===== config.mk =====
export PLATFORM = sky130hd
export DESIGN_NAME = matmul_seq_ctrl
export DESIGN_NICKNAME = d
export VERILOG_FILES = /design/src/rtl/matmul_seq_ctrl.sv
export SDC_FILE = /design/constraint.sdc
export NUM_CORES = 1
export LEC_CHECK = 0
export ABC_AREA = 1
export BUFFER_PORTS_ARGS = -buffer_cell sky130_fd_sc_hd__clkbuf_2
export CORE_MARGIN = 8
export CORE_UTILIZATION = 45
export CTS_BUF_LIST = sky130_fd_sc_hd__clkbuf_4 sky130_fd_sc_hd__clkbuf_8
export CTS_CLUSTER_SIZE = 20
export DETAILED_ROUTE_END_ITERATION = 8
export PLACE_DENSITY = 0.78
export SLEW_MARGIN = 40
export SYNTH_ARGS = -nofsm -noshare
export SYNTH_HDL_FRONTEND = slang
export SYNTH_SLANG_ARGS = --single-unit

===== constraint.sdc =====
create_clock -name clk -period 12.1 [get_ports clk]
set_input_delay 3.63 -clock clk [delete_from_list [all_inputs] [get_ports clk]]
set_output_delay 3.63 -clock clk [all_outputs]
set_load 0.05 [all_outputs]

===== src/rtl/matmul_seq_ctrl.sv =====
// -----------------------------------------------------------------------------
// matmul_seq_ctrl
//   Top-level sequencer for the 4-lane multiply-accumulate ALU. It loads one
//   ROWS-word input matrix into the shift buffer through a valid/ready stream,
//   enables the ALU, and serialises each group of four lane results into the
//   result RAM. It reports busy/done/err status to the host controller.
//
//   Main FSM: IDLE -> LOAD -> COMPUTE -> DRAIN -> FINISH -> IDLE.
//   The result writer is a separate engine that is armed only in COMPUTE and
//   DRAIN. Each alu_web pulse produces a four-cycle RAM burst.
//
// Optional build macro:
//   MATMUL_WDOG_EN - adds a 64-cycle COMPUTE watchdog. On timeout it sets err,
//                    drops alu_en, skips DRAIN and goes straight to FINISH.
//
// Ports:
//   clk, rst               clock and synchronous active-high reset
//   start                  begin a job (sampled in IDLE only)
//   in_valid/in_data       input row stream; in_ready is high throughout LOAD
//   buf_we/addr/wdata      input shift-buffer write port (wdata = in_data)
//   alu_en                 ALU enable, high throughout COMPUTE
//   alu_web, alu_done      ALU group-complete and job-complete strobes
//   mu1..mu4               ALU lane results, valid while alu_web is high
//   ram_we/addr/wdata      result RAM write port, addr = {group, lane}
//   busy, done, err        host status (done is a pulse, err is sticky)
// -----------------------------------------------------------------------------
module matmul_seq_ctrl #(
    parameter int ROWS    = 8,
    parameter int DATA_W  = 64,
    parameter int RES_W   = 18,
    parameter int GROUPS  = 4,
    parameter int RADDR_W = 4
) (
    input  logic                    clk,
    input  logic                    rst,
    input  logic                    start,
    input  logic                    in_valid,
    input  logic [DATA_W-1:0]       in_data,
    output logic                    in_ready,
    output logic                    buf_we,
    output logic [$clog2(ROWS)-1:0] buf_addr,
    output logic [DATA_W-1:0]       buf_wdata,
    output logic                    alu_en,
    input  logic                    alu_web,
    input  logic                    alu_done,
    input  logic [RES_W-1:0]        mu1,
    input  logic [RES_W-1:0]        mu2,
    input  logic [RES_W-1:0]        mu3,
    input  logic [RES_W-1:0]        mu4,
    output logic                    ram_we,
    output logic [RADDR_W-1:0]      ram_addr,
    output logic [RES_W-1:0]        ram_wdata,
    output logic                    busy,
    output logic                    done,
    output logic                    err
);

    localparam int ROW_W = $clog2(ROWS);
    localparam int GRP_W = RADDR_W - 2;

    typedef enum logic [2:0] {
        S_IDLE,
        S_LOAD,
        S_COMPUTE,
        S_DRAIN,
        S_FINISH
    } state_t;

    state_t             state, state_nxt;
    logic [ROW_W-1:0]   row_cnt;
    logic [GRP_W-1:0]   grp_cnt;
    logic [1:0]         lane_cnt;
    logic               wr_active;
    logic [RES_W-1:0]   hold [4];
    logic               err_q;
    logic               xfer;
    logic               web_ok;
    logic               wr_armed;
    logic               wdog_trip;

`ifdef MATMUL_WDOG_EN
    localparam logic [6:0] WDOG_LAST = 7'd63;   // 64th COMPUTE cycle
    logic [6:0] wdog_cnt;
`endif

    // A transfer can only happen in LOAD, where in_ready is high.
    assign xfer      = in_valid && (state == S_LOAD);
    assign buf_we    = xfer;
    assign buf_addr  = row_cnt;
    assign buf_wdata = in_data;

    // The writer only listens to the ALU while a job is computing or draining.
    assign wr_armed  = (state == S_COMPUTE) || (state == S_DRAIN);
    assign web_ok    = alu_web && wr_armed;

    assign ram_we    = wr_active;
    assign ram_addr  = {grp_cnt, lane_cnt};
    assign ram_wdata = hold[lane_cnt];
    assign err       = err_q;

    // NOTE: sequential state uses non-blocking assignments so every register
    // samples pre-edge values, independent of block ordering.
    always_ff @(posedge clk) begin
        if (rst) state <= S_IDLE;
        else     state <= state_nxt;
    end

    // NOTE: every output of this block gets a default first, so no path can
    // leave a signal unassigned and infer a latch.
    always_comb begin
        state_nxt = state;
        in_ready  = 1'b0;
        alu_en    = 1'b0;
        busy      = 1'b1;
        done      = 1'b0;
        wdog_trip = 1'b0;
        case (state)
            S_IDLE: begin
                busy = 1'b0;
                if (start) state_nxt = S_LOAD;
            end
            S_LOAD: begin
                in_ready = 1'b1;
                if (xfer && row_cnt == ROW_W'(ROWS - 1)) state_nxt = S_COMPUTE;
            end
            S_COMPUTE: begin
                alu_en = 1'b1;
                if (alu_done) begin
                    state_nxt = S_DRAIN;
                end
`ifdef MATMUL_WDOG_EN
                else if (wdog_cnt == WDOG_LAST) begin
                    wdog_trip = 1'b1;
                    state_nxt = S_FINISH;
                end
`endif
            end
            S_DRAIN: begin
                // A pulse arriving this cycle starts a new burst, so stay put.
                if (!wr_active && !web_ok) state_nxt = S_FINISH;
            end
            S_FINISH: begin
                done      = 1'b1;
                state_nxt = S_IDLE;
            end
            default: state_nxt = S_IDLE;
        endcase
    end

    // Counters, writer engine and error flag.
    always_ff @(posedge clk) begin
        if (rst) begin
            row_cnt   <= '0;
            grp_cnt   <= '0;
            lane_cnt  <= '0;
            wr_active <= 1'b0;
            err_q     <= 1'b0;
            // NOTE: the holding registers are reset, not left as
            // uninitialised storage, so ram_wdata reads 0 out of reset.
            for (int i = 0; i < 4; i++) hold[i] <= '0;
        end else begin
            if (state == S_IDLE && start) begin
                err_q   <= 1'b0;
                row_cnt <= '0;
                grp_cnt <= '0;
            end

            if (xfer) begin
                row_cnt <= (row_cnt == ROW_W'(ROWS - 1)) ? '0 : row_cnt + 1'b1;
            end

            if (!wr_armed) begin
                // Only reachable mid-burst via a watchdog skip: abandon it.
                wr_active <= 1'b0;
                lane_cnt  <= '0;
            end else if (wr_active) begin
                // Overrun: flag it, drop the new results, finish this burst.
                if (alu_web) err_q <= 1'b1;
                lane_cnt <= lane_cnt + 2'd1;
                if (lane_cnt == 2'd3) begin
                    wr_active <= 1'b0;
                    grp_cnt   <= (grp_cnt == GRP_W'(GROUPS - 1)) ? '0 : grp_cnt + 1'b1;
                end
            end else if (alu_web) begin
                hold[0]   <= mu1;
                hold[1]   <= mu2;
                hold[2]   <= mu3;
                hold[3]   <= mu4;
                lane_cnt  <= '0;
                wr_active <= 1'b1;
            end

            if (wdog_trip) err_q <= 1'b1;
        end
    end

`ifdef MATMUL_WDOG_EN
    // Counts COMPUTE cycles; held at zero elsewhere so each entry starts fresh.
    always_ff @(posedge clk) begin
        if (rst || state != S_COMPUTE) wdog_cnt <= '0;
        else                           wdog_cnt <= wdog_cnt + 7'd1;
    end
`endif

endmodule


* After elaboration in Yosys (flattened, before gate mapping)
Memories as Yosys holds them, arrays and structs flattened. A register that Yosys moved wholly into a read port is not among the register bits.
Cells that the tools add are included.
** Cells by class
- Add/sub/neg operators :: 3
- Bitwise gates (word level) :: 5
- Reduce and logical (&&, ||, !) cells :: 13
- Equal/unequal tests :: 11
- Mux-type cells :: 38
** Operators by type and width (count)
- 18-bit two-way mux :: 4
- 3-bit two-way mux :: 7
- 2-bit two-way mux :: 9
- 1-bit two-way mux :: 17
- 3-bit one-hot mux with 4 select lines :: 1
- 3-bit by 2-bit == test with 1-bit output (second input constant) :: 2
- 3-bit == test (second input constant) :: 2
- 1-bit logical AND :: 5
- 2-bit by 1-bit adder with 2-bit output (second input constant) :: 2
- 2-bit == test (second input constant) :: 2
- 2-bit by 1-bit != test with 1-bit output (second input constant) :: 2
- 2-bit != test (second input constant) :: 2
- 1-bit OR :: 4
- 4-bit AND reduction :: 1
- 2-bit nonzero test :: 2
- 3-bit by 1-bit adder with 3-bit output (second input constant) :: 1
- 3-bit by 1-bit == test with 1-bit output (second input constant) :: 1
- 3-bit logical NOT :: 1
- 1-bit logical NOT :: 2
- 2-bit OR reduction :: 1
- 1-bit logical OR :: 1
- 1-bit inverter :: 1
** Word-level totals
- Memories :: 1
- Memory bits (writable) :: 72
- Register bits after elaboration :: 12
** Memories
- hold :: depth 4, bits a word 18, rd ports 1, clocked after Yosys merged registers in 1, wr ports 4, line 74 : logic [RES_W-1:0] hold [4];

* Logic depth before layout (Yosys ltp)
- Depth after elaboration :: 7
- Depth in mapped cells :: 8
- Depth with buffers taken out :: 8

* Worst setup path before layout
No wires, ideal clock.
- Kind :: input to register
- From :: input port alu_web
- To :: memory hold[0][0] (enable)
- Required time :: 11.491 ns
- Setup time :: 0.609 ns
- Arrival :: 9.000 ns
- Slack :: 2.491 ns
- Stages :: 2
- Path through :: inv_1 > o31ai_1
** RTL lines
- from (decl) :: line 44 : input logic alu_web,
- to (decl) :: line 74

* Worst setup path after layout
- From :: input port in_valid
- To :: output port buf_we
** Between the ends
- Cells in the longest elaborated chain, start to end :: 1
** Ends and longest elaborated chain
- from (decl) :: line 37 : input logic in_valid,
- 1-bit logical AND :: line 87 : assign xfer = in_valid && (state == S_LOAD);
- to (decl) :: line 40 : output logic buf_we,
Every way passes these cells.

==> flow_summary_export.csv <==
group,metric,value,unit
timing,clock.fmax,127,MHz
clock_network,post_cts_buffers,0,
worst_setup_path,critPathKind,"input pin to primary output",
placement,portBuffers,109,
timing,setup_viol,0,
floorplanning,start_util,0.456,
worst_setup_path,r2r_setup_slack,10.15,ns
worst_setup_path,arrival,4.25,ns
worst_setup_path,ff2ff_path_depth,6,
clock_network,htreeDepth,3,
clock_network,clk_pin_slew,0.08,ns
clock_network,cts.sinks,86,
synth,synth-warning-count,0,
final_layout,stdcell_area,4990,um2
clock_network,cts-root-buf,"clkbuf_8",
worst_setup_path,regToRegStartpoint,"state[1]",
final_layout,multi_input_area,1250,um2
final_layout,fin_nets,675,
detailed_routing,post_drt_wl_per_cell,17.2,um
min_path,min_to,"err",
detailed_routing,via_per_inst,4.77,
power_and_ir_drop,p_leak,2.38,nW
worst_setup_path,cp_max_fo,5,
power_and_ir_drop,p_int,0.000467,W
global_route,gr-total-overflow,0,
synth,syn_area,4630,um2
global_route,track_usage,0.165,
worst_setup_path,critPathMaxStageDelay,0.31,ns
timing,slew_headroom,0.485,
worst_setup_path,crit_required,8.47,ns
global_route,grt_max_degree,73,
placement,dpl.hpwl,8.77,mm
worst_setup_path,crit_chain,"clkbuf_2 > inv_1 > nor2_2 > clkbuf_2",
detailed_routing,drt-total-wl,11.5,mm
floorplanning,die_h,117,um
run_status,status,"completed",
clock_network,hold_buffers,0,
timing,fin_ws,4.22,ns
power_and_ir_drop,pwr-share-seq,0.540,
floorplanning,core_area,10100,um2
detailed_routing,drt_pass1_iterations,4,
final_layout,antenna_cells,0,
synth,synth_area_per_cell,9.52,um2
clock_network,cts_resized,0,
min_path,hp-start,"err",
min_path,hold_depth,2,
final_layout,area_growth,7.84,%
global_route,antenna_found_initial,0,
min_path,hold_path.class,"flop to flop",
worst_setup_path,cpMostUsedCell,"clkbuf_2",
final_layout,area.sequential,2440,um2
detailed_routing,drt-initial-drc-count,144,
floorplanning,die_x,117,um
synth,ys_seq_elements,86,
final_layout,nFillCells,934,
power_and_ir_drop,powerDensity,131,nW/um2
global_route,grt_pass1_wl,17.9,mm
timing,fin_crit,7.88,ns
synth,synthArstFlopShare,0,
run,cap_violations,0,
floorplanning,rows,37,
synth,ys_seq_area_frac,0.528,
detailed_routing,drcViolationCount,0,
synth,ys_types,25,
final_layout,drive_above_1_share,0.382,
timing,rsz0062_at_grt,"false",
detailed_routing,dr_total_vias,3198,
clock_network,numCtsBuffers,9,
timing,fin_crit_sh,0.651,
power_and_ir_drop,p_sw_frac,0.283,
worst_setup_path,start_kind,"input pin",
timing,worst_pin_slew,0.773,ns
floorplanning,dieArea,13800,um2
power_and_ir_drop,pwr-share-clk,0.298,
clock_network,insertion_delay,0.35,ns
power_and_ir_drop,power,0.000652,W
worst_setup_path,cp-end-kind,"primary output",
synth,synth_cells,486,
final_layout,fin_util,0.492,
timing,slew_viol_final,0,
synth,synth_edf_count,72,
timing,clock_skew,0.00783,ns
detailed_routing,ant_nets,0,
placement,placed_area,4800,um2
global_route,grt_pass1_vias,3373,
clock_network,clk_path_buf_depth,2,
floorplanning,ioPinCount,238,
power_and_ir_drop,irDropWorstVdd,79.5,uV
power_and_ir_drop,netSwitchingPower,0.000185,W
synth,synth_nets,632,
synth,ys.flop_type,"edfxtp_1",
worst_setup_path,timing.rr.end,"hold[2][16]",
placement,gp_congestion,0.777,
timing,finalSetupTns,0,ns
worst_setup_path,slowest_stage,"clkbuf_2",
timing,hold_viol_final,0,
power_and_ir_drop,combinationalPowerShare,0.162,
placement,pre_cts_slack,4.22,ns
clock_network,cts_tree,"yes",
sequential cells by signal, indices dropped and copies added (netlist names), named ones only:
name	cells
buf_addr	3
lane_cnt	2
err	1
state	3
ram_we	1
grp_cnt	2
hold	72
metal layers:
layer | track usage | share of wire | vias up
met1 | 0.144 | 0.32 | 1463
met3 | 0.0604 | 0.086 | 46
met2 | 0.313 | 0.56 | 136
li1 | - | - | 1553
met5 | 0.0147 | 0 | -
met4 | 0.101 | 0.037 | 0
critical path: cells and delay by family:
kind                   cells  cell delay (ns)
buffers and inverters      3             0.44
and+or+nand+nor            1             0.18
layout make-up:
class	instances	area share
Tap cell	136	0.0341
Sequential cell	86	0.489
Timing Repair Buffer	113	0.119
Inverter	93	0.0702
Clock buffer	9	0.0248
Multi-Input combinational cell	226	0.250
Clock inverter	7	0.0125
power by group through the flow:
stage / clock network, W / registers (W) / logic, W
floorplan: 0 / 0.000362 / 0.000129
global placement: 0 / 0.000358 / 0.000103
detailed placement: 0 / 0.000359 / 0.000107
CTS: 0.000200 / 0.000352 / 0.000107
global route: 0.000210 / 0.000354 / 0.000115
finish: 0.000194 / 0.000352 / 0.000106
cells in the mapped netlist, types with 4 or more instances:
cell      number  area (um2)
buf_4         64         480
nand3_1        7        35.0
inv_1         91         342
dfxtp_1       14         280
nand2_1       24        90.1
nor2_2        68         425
nor2_4         5        56.3
buf_2          4        20.0
clkbuf_1       5        18.8
edfxtp_1      72        2160
a21oi_1        8        40.0
ha_1           4        50.1
o21ai_0       39         195
buf_6          7        78.8
o22ai_1       18         113
nor2_1        47         176
kinds of logic after synthesis:
family,synth area share
and+or+nand+nor,0.178
adders and majority gates,0.0108
DFF,0.528
buffers and inverters,0.206
AOI/OAI and AO/OA,0.0779
worst max path at each step:
stage	startpoint	end	slack, ns	depth (start not counted)
after floorplan	alu_web	hold[0][0]	2.49	2
after global placement	in_valid	buf_we	4.25	4
after detailed placement	in_valid	buf_we	4.22	4
after CTS	in_valid	buf_we	4.21	4
after global routing	in_valid	buf_we	4.18	4
final	in_valid	buf_we	4.22	4
cells in the final DEF (no fill, tap or decap):
cell and n:
buf_12 1, edfxtp_1 72, o21ai_0 39, nand2_1 24, nor2_1 47, o21ai_1 1, clkinv_2 2, ha_1 4
nand3_1 7, nor2_2 68, inv_2 1, dfxtp_1 14, o22ai_1 18, a21oi_1 8, or2_2 1, nand4_4 1
inv_6 1, bufinv_16 1, buf_4 2, nor2_4 5, nor3_1 1, clkbuf_8 10, nand3b_1 1, inv_1 91
o31ai_4 1, clkinv_1 3, clkbuf_2 109, clkinvlp_4 1
stage by stage:
stage,hold WS [ns],cells
2_1_floorplan,0.549,486
3_3_place_gp,0.452,653
3_5_place_dp,0.459,654
4_1_cts,0.475,670
5_1_grt,0.501,670
6_report,0.476,670
Note: power is estimated with default switching activity, not from simulation.
